<file path="src/rtl/apb_master_bridge.sv">
// rtl/apb_master_bridge.sv - valid/ready request/response to APB4 initiator bridge
//
// Purpose: accepts one request at a time from an upstream valid/ready bus,
// runs it as an APB4 SETUP/ACCESS transfer and returns the result on a
// valid/ready response channel. A PREADY timeout aborts transfers to a hung
// slave and reports them as errors.
//
// Ports:
//   clock, reset                 clock and synchronous active-low reset
//   req_valid/req_ready          request handshake
//   req_addr/write/wdata/wstrb/prot  request fields, latched at acceptance
//   resp_valid/resp_ready        response handshake
//   resp_rdata/err/timeout       response fields, held until accepted
//   out_psel/penable/pprot/paddr/pwrite/pwdata/pstrb  APB request side
//   out_pready/pslverr/prdata    APB completion side
module apb_master_bridge #(
    parameter int ADDR_W         = 32,
    parameter int TIMEOUT_CYCLES = 256,
    parameter int CNT_W          = 16
) (
    input  logic              clock,
    input  logic              reset,
    input  logic              req_valid,
    output logic              req_ready,
    input  logic [ADDR_W-1:0] req_addr,
    input  logic              req_write,
    input  logic [31:0]       req_wdata,
    input  logic [3:0]        req_wstrb,
    input  logic [2:0]        req_prot,
    output logic              resp_valid,
    input  logic              resp_ready,
    output logic [31:0]       resp_rdata,
    output logic              resp_err,
    output logic              resp_timeout,
    output logic              out_psel,
    output logic              out_penable,
    output logic [2:0]        out_pprot,
    output logic [ADDR_W-1:0] out_paddr,
    output logic              out_pwrite,
    output logic [31:0]       out_pwdata,
    output logic [3:0]        out_pstrb,
    input  logic              out_pready,
    input  logic              out_pslverr,
    input  logic [31:0]       out_prdata
);

    typedef enum logic [1:0] {S_IDLE, S_SETUP, S_ACCESS, S_RESP} state_t;

    // Counter value seen on the last ACCESS cycle allowed before abort.
    localparam logic [CNT_W-1:0] TO_LAST =
        CNT_W'((TIMEOUT_CYCLES == 0) ? 0 : TIMEOUT_CYCLES - 1);

    state_t            state_q, state_d;
    logic [CNT_W-1:0]  cnt_q, cnt_d;
    logic              req_ready_q, psel_q, penable_q, resp_valid_q;
    logic [ADDR_W-1:0] paddr_q, paddr_d;
    logic              pwrite_q, pwrite_d;
    logic [31:0]       pwdata_q, pwdata_d;
    logic [3:0]        pstrb_q, pstrb_d;
    logic [2:0]        pprot_q, pprot_d;
    logic [31:0]       rdata_q, rdata_d;
    logic              err_q, err_d;
    logic              tmo_q, tmo_d;

    always_comb begin
        state_d  = state_q;
        cnt_d    = cnt_q;
        paddr_d  = paddr_q;
        pwrite_d = pwrite_q;
        pwdata_d = pwdata_q;
        pstrb_d  = pstrb_q;
        pprot_d  = pprot_q;
        rdata_d  = rdata_q;
        err_d    = err_q;
        tmo_d    = tmo_q;
        case (state_q)
            S_IDLE: begin
                if (req_valid && req_ready_q) begin
                    paddr_d  = req_addr;
                    pwrite_d = req_write;
                    pwdata_d = req_wdata;
                    pstrb_d  = req_write ? req_wstrb : 4'b0000;
                    pprot_d  = req_prot;
                    state_d  = S_SETUP;
                end
            end
            S_SETUP: state_d = S_ACCESS;
            S_ACCESS: begin
                if (out_pready) begin
                    // A completing slave beats a timeout landing on the same cycle.
                    rdata_d = pwrite_q ? 32'h0 : out_prdata;
                    err_d   = out_pslverr;
                    tmo_d   = 1'b0;
                    state_d = S_RESP;
                end else begin
                    cnt_d = cnt_q + 1'b1;
                    if (TIMEOUT_CYCLES != 0 && cnt_q == TO_LAST) begin
                        rdata_d = 32'h0;
                        err_d   = 1'b1;
                        tmo_d   = 1'b1;
                        state_d = S_RESP;
                    end
                end
            end
            S_RESP: begin
                if (resp_ready) begin
                    cnt_d   = '0;
                    state_d = S_IDLE;
                end
            end
            default: state_d = S_IDLE;
        endcase
    end

    // Handshake/strobe outputs are registered decodes of the next state so
    // every output changes only on a clock edge.
    always_ff @(posedge clock) begin
        if (!reset) begin
            state_q      <= S_IDLE;
            cnt_q        <= '0;
            req_ready_q  <= 1'b1;
            psel_q       <= 1'b0;
            penable_q    <= 1'b0;
            resp_valid_q <= 1'b0;
            paddr_q      <= '0;
            pwrite_q     <= 1'b0;
            pwdata_q     <= 32'h0;
            pstrb_q      <= 4'b0000;
            pprot_q      <= 3'b000;
            rdata_q      <= 32'h0;
            err_q        <= 1'b0;
            tmo_q        <= 1'b0;
        end else begin
            state_q      <= state_d;
            cnt_q        <= cnt_d;
            req_ready_q  <= (state_d == S_IDLE);
            psel_q       <= (state_d == S_SETUP) || (state_d == S_ACCESS);
            penable_q    <= (state_d == S_ACCESS);
            resp_valid_q <= (state_d == S_RESP);
            paddr_q      <= paddr_d;
            pwrite_q     <= pwrite_d;
            pwdata_q     <= pwdata_d;
            pstrb_q      <= pstrb_d;
            pprot_q      <= pprot_d;
            rdata_q      <= rdata_d;
            err_q        <= err_d;
            tmo_q        <= tmo_d;
        end
    end

    assign req_ready    = req_ready_q;
    assign resp_valid   = resp_valid_q;
    assign resp_rdata   = rdata_q;
    assign resp_err     = err_q;
    assign resp_timeout = tmo_q;
    assign out_psel     = psel_q;
    assign out_penable  = penable_q;
    assign out_pprot    = pprot_q;
    assign out_paddr    = paddr_q;
    assign out_pwrite   = pwrite_q;
    assign out_pwdata   = pwdata_q;
    assign out_pstrb    = pstrb_q;

endmodule
</file>
<file path="config.mk">
export PLATFORM = sky130hd
export DESIGN_NAME = apb_master_bridge
export DESIGN_NICKNAME = d
export VERILOG_FILES = /design/src/rtl/apb_master_bridge.sv
export SDC_FILE = /design/constraint.sdc
export NUM_CORES = 1
export LEC_CHECK = 0
export CAP_MARGIN = 20
export CORE_MARGIN = 2
export CORE_UTILIZATION = 42
export DETAILED_ROUTE_END_ITERATION = 12
export GPL_ROUTABILITY_DRIVEN = 0
export PLACE_DENSITY_LB_ADDON = 0.12
export SLEW_MARGIN = 5
export SYNTH_ARGS = -nofsm -noshare
export SYNTH_HDL_FRONTEND = slang
export SYNTH_SLANG_ARGS = --single-unit
</file>
<file path="constraint.sdc">
create_clock -name clock -period 2.1 [get_ports clock]
set_input_delay 0.315 -clock clock [delete_from_list [all_inputs] [get_ports clock]]
set_output_delay 0.315 -clock clock [all_outputs]
set_load 0.01 [all_outputs]
</file>
==> out/metrics.cfg, run 1 <==
[critical_path]
required_ps=2430
crit_arrival_ps=2200
timing.rr.end=cnt_q[13]$_SDFFE_PN0P_
r2r_slack_ps=230
path_class=flop to flop
cp_max_fo=14
rr_worst_depth=4
startpoint_type=flop
endpoint_kind=flop
r2r-start=cnt_q[4]$_SDFFE_PN0P_

[timing]
worst_slew_pin_slew_ps=729
fin_crit_sh_pct=89.0
finalHoldViolCount=0
timing.fmax_mhz=535
skew_ps=8.13
finalCriticalPeriod_ps=1870
rsz0062_at_grt=no
slew_headroom_pct=51.4
finalSetupViolCount=0
report.final.slew_viol_count=0
setup-tns-final_ps=0

[die]
rows=39
die_height_um=112
dieArea_mm2=0.0126
start_util_pct=43.1
io_pins=220
die_w_um=112
core-area_mm2=0.0114

[worst_hold_path]
whs_endpoint=out_pprot[1]$_SDFFE_PN0P_
worstHoldStart=req_prot[1]
min_path_cells=3
hp-class=primary input to flop

[yosys]
synth_ff_type=dfxtp_1
ys_warn_count=0
synth_top_area_share_pct=52.1
synth_nets=713
synth.most_common_cell=nand2_1
async_reset_ff_share_pct=0
synth-seq-cells=128
synth.cell_area_mm2=0.00492
yosys.area.top_type=dfxtp_1
synth_edf_count=0
synthTopCellsByCount=nand2_1 (146), dfxtp_1 (128), a21oi_1 (113)
synth_area_per_cell_um2=8.21
ys_types=41
synth_area_leaders=dfxtp_1 (52%), a21oi_1 (12%), nand2_1 (11%)
yosysSeqAreaShare_pct=52.1
synthCells=599

[detailed_routing]
ant_nets=0
drtIter0Drc=270
routed_wl_um=15000
wl_per_cell_um=15.6
num_vias=5110
viasPerCell=5.31
firstDrtPassIters=4
drcViolationCount=0

[clock_tree]
clockBufferDepth=2
clockRootBuffer=clkbuf_16
htreeDepth=4
clkSlewWorstSetupHoldPaths_ps=60
clk_latency_ps=420
cts.hold.buffers_added=0
post_cts_buffers=0
cts_tree=yes
cts-buffers-inserted=17
clock_sinks=128
ctsResizeCount=0

[grt]
antenna_found_initial=0
grt_pass1_wl_um=23900
grt_max_degree=92
grt_pass1_vias=5049
grt-ovfl-total=0
track_usage_pct=23.5

[status]
status=complete, no violations

[final_layout]
area_delta_synth_final_pct=60.6
layout.nets=921
fill_cells=931
antenna_cells=0
drive_above_1_share_pct=7.20

[placement]
hpwlAfterDp_um=10100
port_buffers=219

[pwr]
ir_drop_uv=621
powerDensity_mw_per_mm2=849
power_mw=6.70
p_leak_nw=2.80

[flow_run]
maxCapViolations=0

==> placed cells by master (no fill, tap or decap), types with 5 or more instances in the layout <==
cell,instances
a21oi_1,113
or3_1,5
clkdlybuf4s50_1,219
dfxtp_1,128
nand2_1,146
or4_1,5
o31ai_1,5
nor2_1,13
clkbuf_16,17
nand3_1,45
buf_4,16
clkinv_2,8
o21ai_0,6
o211ai_1,32
==> layer usage <==
layer / routed length, µm / part of all wire, % / global-route usage, %
met2: 7530 / 50 / 40.4
met1: 5820 / 39 / 25.4
met3: 1110 / 7.4 / 7.99
met4: 542 / 3.6 / 12.8
met5: 0 / 0 / 0
==> power by group <==
group | leakage, nW | switching (mW) | internal [mW]
combinational | 1.46 | 0.540 | 0.601
clock | 0.298 | 1.03 | 1.86
sequential | 1.04 | 0.0810 | 2.59
==> cells by family after synthesis <==
| family | share of synthesized area [%] |
|---|---|
| XOR/XNOR | 0.713 |
| AO/OA/AOI/OAI | 19.3 |
| flip-flops | 52.1 |
| AND/OR/NAND/NOR | 22.4 |
| buffers and inverters | 4.38 |
| adder cells (fa/ha/maj) | 1.02 |
==> critical path, cell delays in order (launching register included) <==
cell	delay, ps
dfxtp_1	390
and4_1	270
nand3_1	340
or4_1	600
a21oi_1	180
==> how the worst max path moves through the flow <==
stage | startpoint | end | slack [ps] | cells past startpoint
floorplan | state_q[0]$_SDFF_PN0_ | out_psel$_SDFF_PN0_ | 290 | 7
global placement | out_pready | cnt_q[13]$_SDFFE_PN0P_ | 110 | 5
detailed placement | out_pready | cnt_q[13]$_SDFFE_PN0P_ | 20 | 5
CTS | cnt_q[3]$_SDFFE_PN0P_ | out_psel$_SDFF_PN0_ | 200 | 6
global route | cnt_q[3]$_SDFFE_PN0P_ | out_psel$_SDFF_PN0_ | 40 | 6
finish | cnt_q[4]$_SDFFE_PN0P_ | cnt_q[13]$_SDFFE_PN0P_ | 230 | 4
==> state kept, by name, summed over array words and instances, names as in the netlist, 2 cells and up <==
signal and flops:
cnt_q 16, out_pstrb 4, out_pwdata 32, out_paddr 32, state_q 2, out_pprot 3, resp_rdata 32
==> per-stage QoR <==
stage               hold WS [ps]  cells  utilization (%)  instance area (µm²)  setup slack (ps)
CTS                          427    963             69.1                 7890               196
finish                       443    963             69.1                 7900               230
global placement             438    931             63.9                 7300               106
detailed placement           448    931             63.9                 7300              22.1
global route                 448    963             69.1                 7900              39.0
floorplan                    388    599                -                 4920               290
==> final cells by class <==
type	instances	area [µm²]	share of cell area [%]
tap	143	179	2.27
sequential	128	2560	32.5
clock inverter	11	111	1.41
multi-input combinational	417	2150	27.3
timing repair buffer	239	2390	30.3
clock buffer	21	480	6.09
inverter	4	16.3	0.206
No activity file was read; power rests on OpenSTA's default activity.
==> run 2, diff against run 1 <==
--- a/config.mk
+++ b/config.mk
@@ -6,10 +6,13 @@
 export NUM_CORES = 1
 export LEC_CHECK = 0
 export CAP_MARGIN = 20
+export CELL_PAD_IN_SITES_DETAIL_PLACEMENT = 0
+export CELL_PAD_IN_SITES_GLOBAL_PLACEMENT = 2
 export CORE_MARGIN = 2
-export CORE_UTILIZATION = 42
+export CORE_UTILIZATION = 23
 export DETAILED_ROUTE_END_ITERATION = 12
 export GPL_ROUTABILITY_DRIVEN = 0
+export HOLD_SLACK_MARGIN = 0.08
 export PLACE_DENSITY_LB_ADDON = 0.12
 export SLEW_MARGIN = 5
 export SYNTH_ARGS = -nofsm -noshare
==> run 2 against run 1 <==
Against the previous run: largest cell class unchanged; sequential cell count unchanged; sequential share of layout area down 1.0 points; largest power group unchanged; critical path type unchanged; clock power up 9.0%; wire length up 13%.
==> out/metrics.cfg, run 2 (synthesis gave the netlist of run 1 again) <==
[clock_tree]
clk_latency_ps=410
post_cts_buffers=0
clkSlewWorstSetupHoldPaths_ps=60
ctsResizeCount=0
cts.hold.buffers_added=0
cts_tree=yes
clockBufferDepth=2
clock_sinks=128
htreeDepth=4
clockRootBuffer=clkbuf_16
cts-buffers-inserted=17

[grt]
grt_busiest_layer=met2
grt_pass1_vias=4762
grt_pass1_wl_um=25600
gr-usage-met2_pct=23.0
grt-ovfl-total=0
grtUsageMet1_pct=18.0
track_usage_pct=14.6
grt_use_met3_pct=6.00
antenna_found_initial=0
grt_max_degree=73

[timing]
finalCriticalPeriod_ps=1850
slew_headroom_pct=63.4
timing.fmax_mhz=539
skew_ps=9.72
finalHoldViolCount=0
report.final.slew_viol_count=0
setup-tns-final_ps=0
rsz0062_at_grt=no
finalSetupViolCount=0
worst_slew_pin_slew_ps=547
fin_crit_sh_pct=88.3

[final_layout]
stdcell_count=1099
area_delta_synth_final_pct=65.7
layout_commonest_cell=clkdlybuf4s50_1
fin_util_pct=38.8
antenna_cells=0
final_cell_mix=clkdlybuf4s50_1 (219), nand2_1 (146), dfxtp_1 (128), a21oi_1 (113), nand3_1 (45)
drive_above_1_share_pct=7.40
layout.nets=925

[pwr]
ir_drop_uv=453
p_leak_nw=2.82
powerDensity_mw_per_mm2=858
power_mw=6.99

[die]
die_w_um=150
start_util_pct=23.4
io_pins=220
rows=53
core-area_mm2=0.0210
dieArea_mm2=0.0226
die_height_um=150

[detailed_routing]
drtIter0Drc=222
wl_per_cell_um=15.5
viasPerCell=4.53
num_vias=4978
firstDrtPassIters=6
ant_nets=0
routed_wl_um=17000
drcViolationCount=0

[critical_path]
r2r_slack_ps=250
path_cells=buf_4, nor2b_4, or3_1, or4_1, a21oi_1
cp_max_fo=8
rr_worst_depth=5
path_class=flop to flop
timing.rr.end=cnt_q[15]$_SDFFE_PN0P_
endpoint_kind=flop
startpoint_type=flop
crit_slowest_cell=or4_1
slowest_delay_ps=500
r2r-start=state_q[0]$_SDFF_PN0_
crit_arrival_ps=2190
required_ps=2430

[worst_hold_path]
hp-class=primary input to flop
min_path_cells=3
worstHoldStart=req_prot[0]
whs_endpoint=out_pprot[0]$_SDFFE_PN0P_

[flow_run]
maxCapViolations=0

[status]
status=complete, no violations

[placement]
port_buffers=219
hpwlAfterDp_um=11600
dp_cells=1067

==> run 2: worst max-delay path by stage <==
| stage | start | end | slack [ps] | cells past startpoint |
|---|---|---|---|---|
| after global placement | out_pready | cnt_q[13]$_SDFFE_PN0P_ | 80 | 5 |
| after floorplan | state_q[0]$_SDFF_PN0_ | out_psel$_SDFF_PN0_ | 290 | 7 |
| final | state_q[0]$_SDFF_PN0_ | cnt_q[15]$_SDFFE_PN0P_ | 250 | 5 |
| after detailed placement | out_pready | cnt_q[15]$_SDFFE_PN0P_ | 70 | 5 |
| after global routing | cnt_q[3]$_SDFFE_PN0P_ | out_psel$_SDFF_PN0_ | 140 | 6 |
| after CTS | state_q[0]$_SDFF_PN0_ | cnt_q[15]$_SDFFE_PN0P_ | 250 | 5 |
==> run 2: stage by stage <==
stage	setup WS (ps)	area, µm²	hold WS [ps]
after floorplan	290	4920	388
after global placement	84.6	7520	439
after detailed placement	65.7	7520	446
after CTS	253	8150	425
after global routing	141	8150	434
final	245	8150	451
==> run 2: cell type report <==
class | instances | area, µm²
clock buffers | 19 | 443
clock inverters | 13 | 186
inverters | 4 | 16.3
well taps | 275 | 344
repair buffers | 243 | 2450
fillers | 2083 | 12900
flip-flops and latches | 128 | 2560
multi-input cells | 417 | 2150
==> run 2: layer usage <==
layer / share of wire, % / wire [µm]
met1: 45 / 7600
met2: 44 / 7520
met3: 9.3 / 1580
met4: 1.8 / 299
met5: 0 / 0
==> run 2: critical path: cells and delay by family, from the launching register on <==
family | cells | cell delay, ps
and+or+nand+nor | 3 | 970
DFF | 1 | 440
buffers and inverters | 1 | 210
AOI/OAI and AO/OA | 1 | 160
==> run 2: report_power, final <==
part	internal [mW]	leakage [nW]	switching, mW
clock network	2.02	0.296	1.12
logic	0.621	1.49	0.556
registers	2.59	1.04	0.0831
total	5.23	2.82	1.76
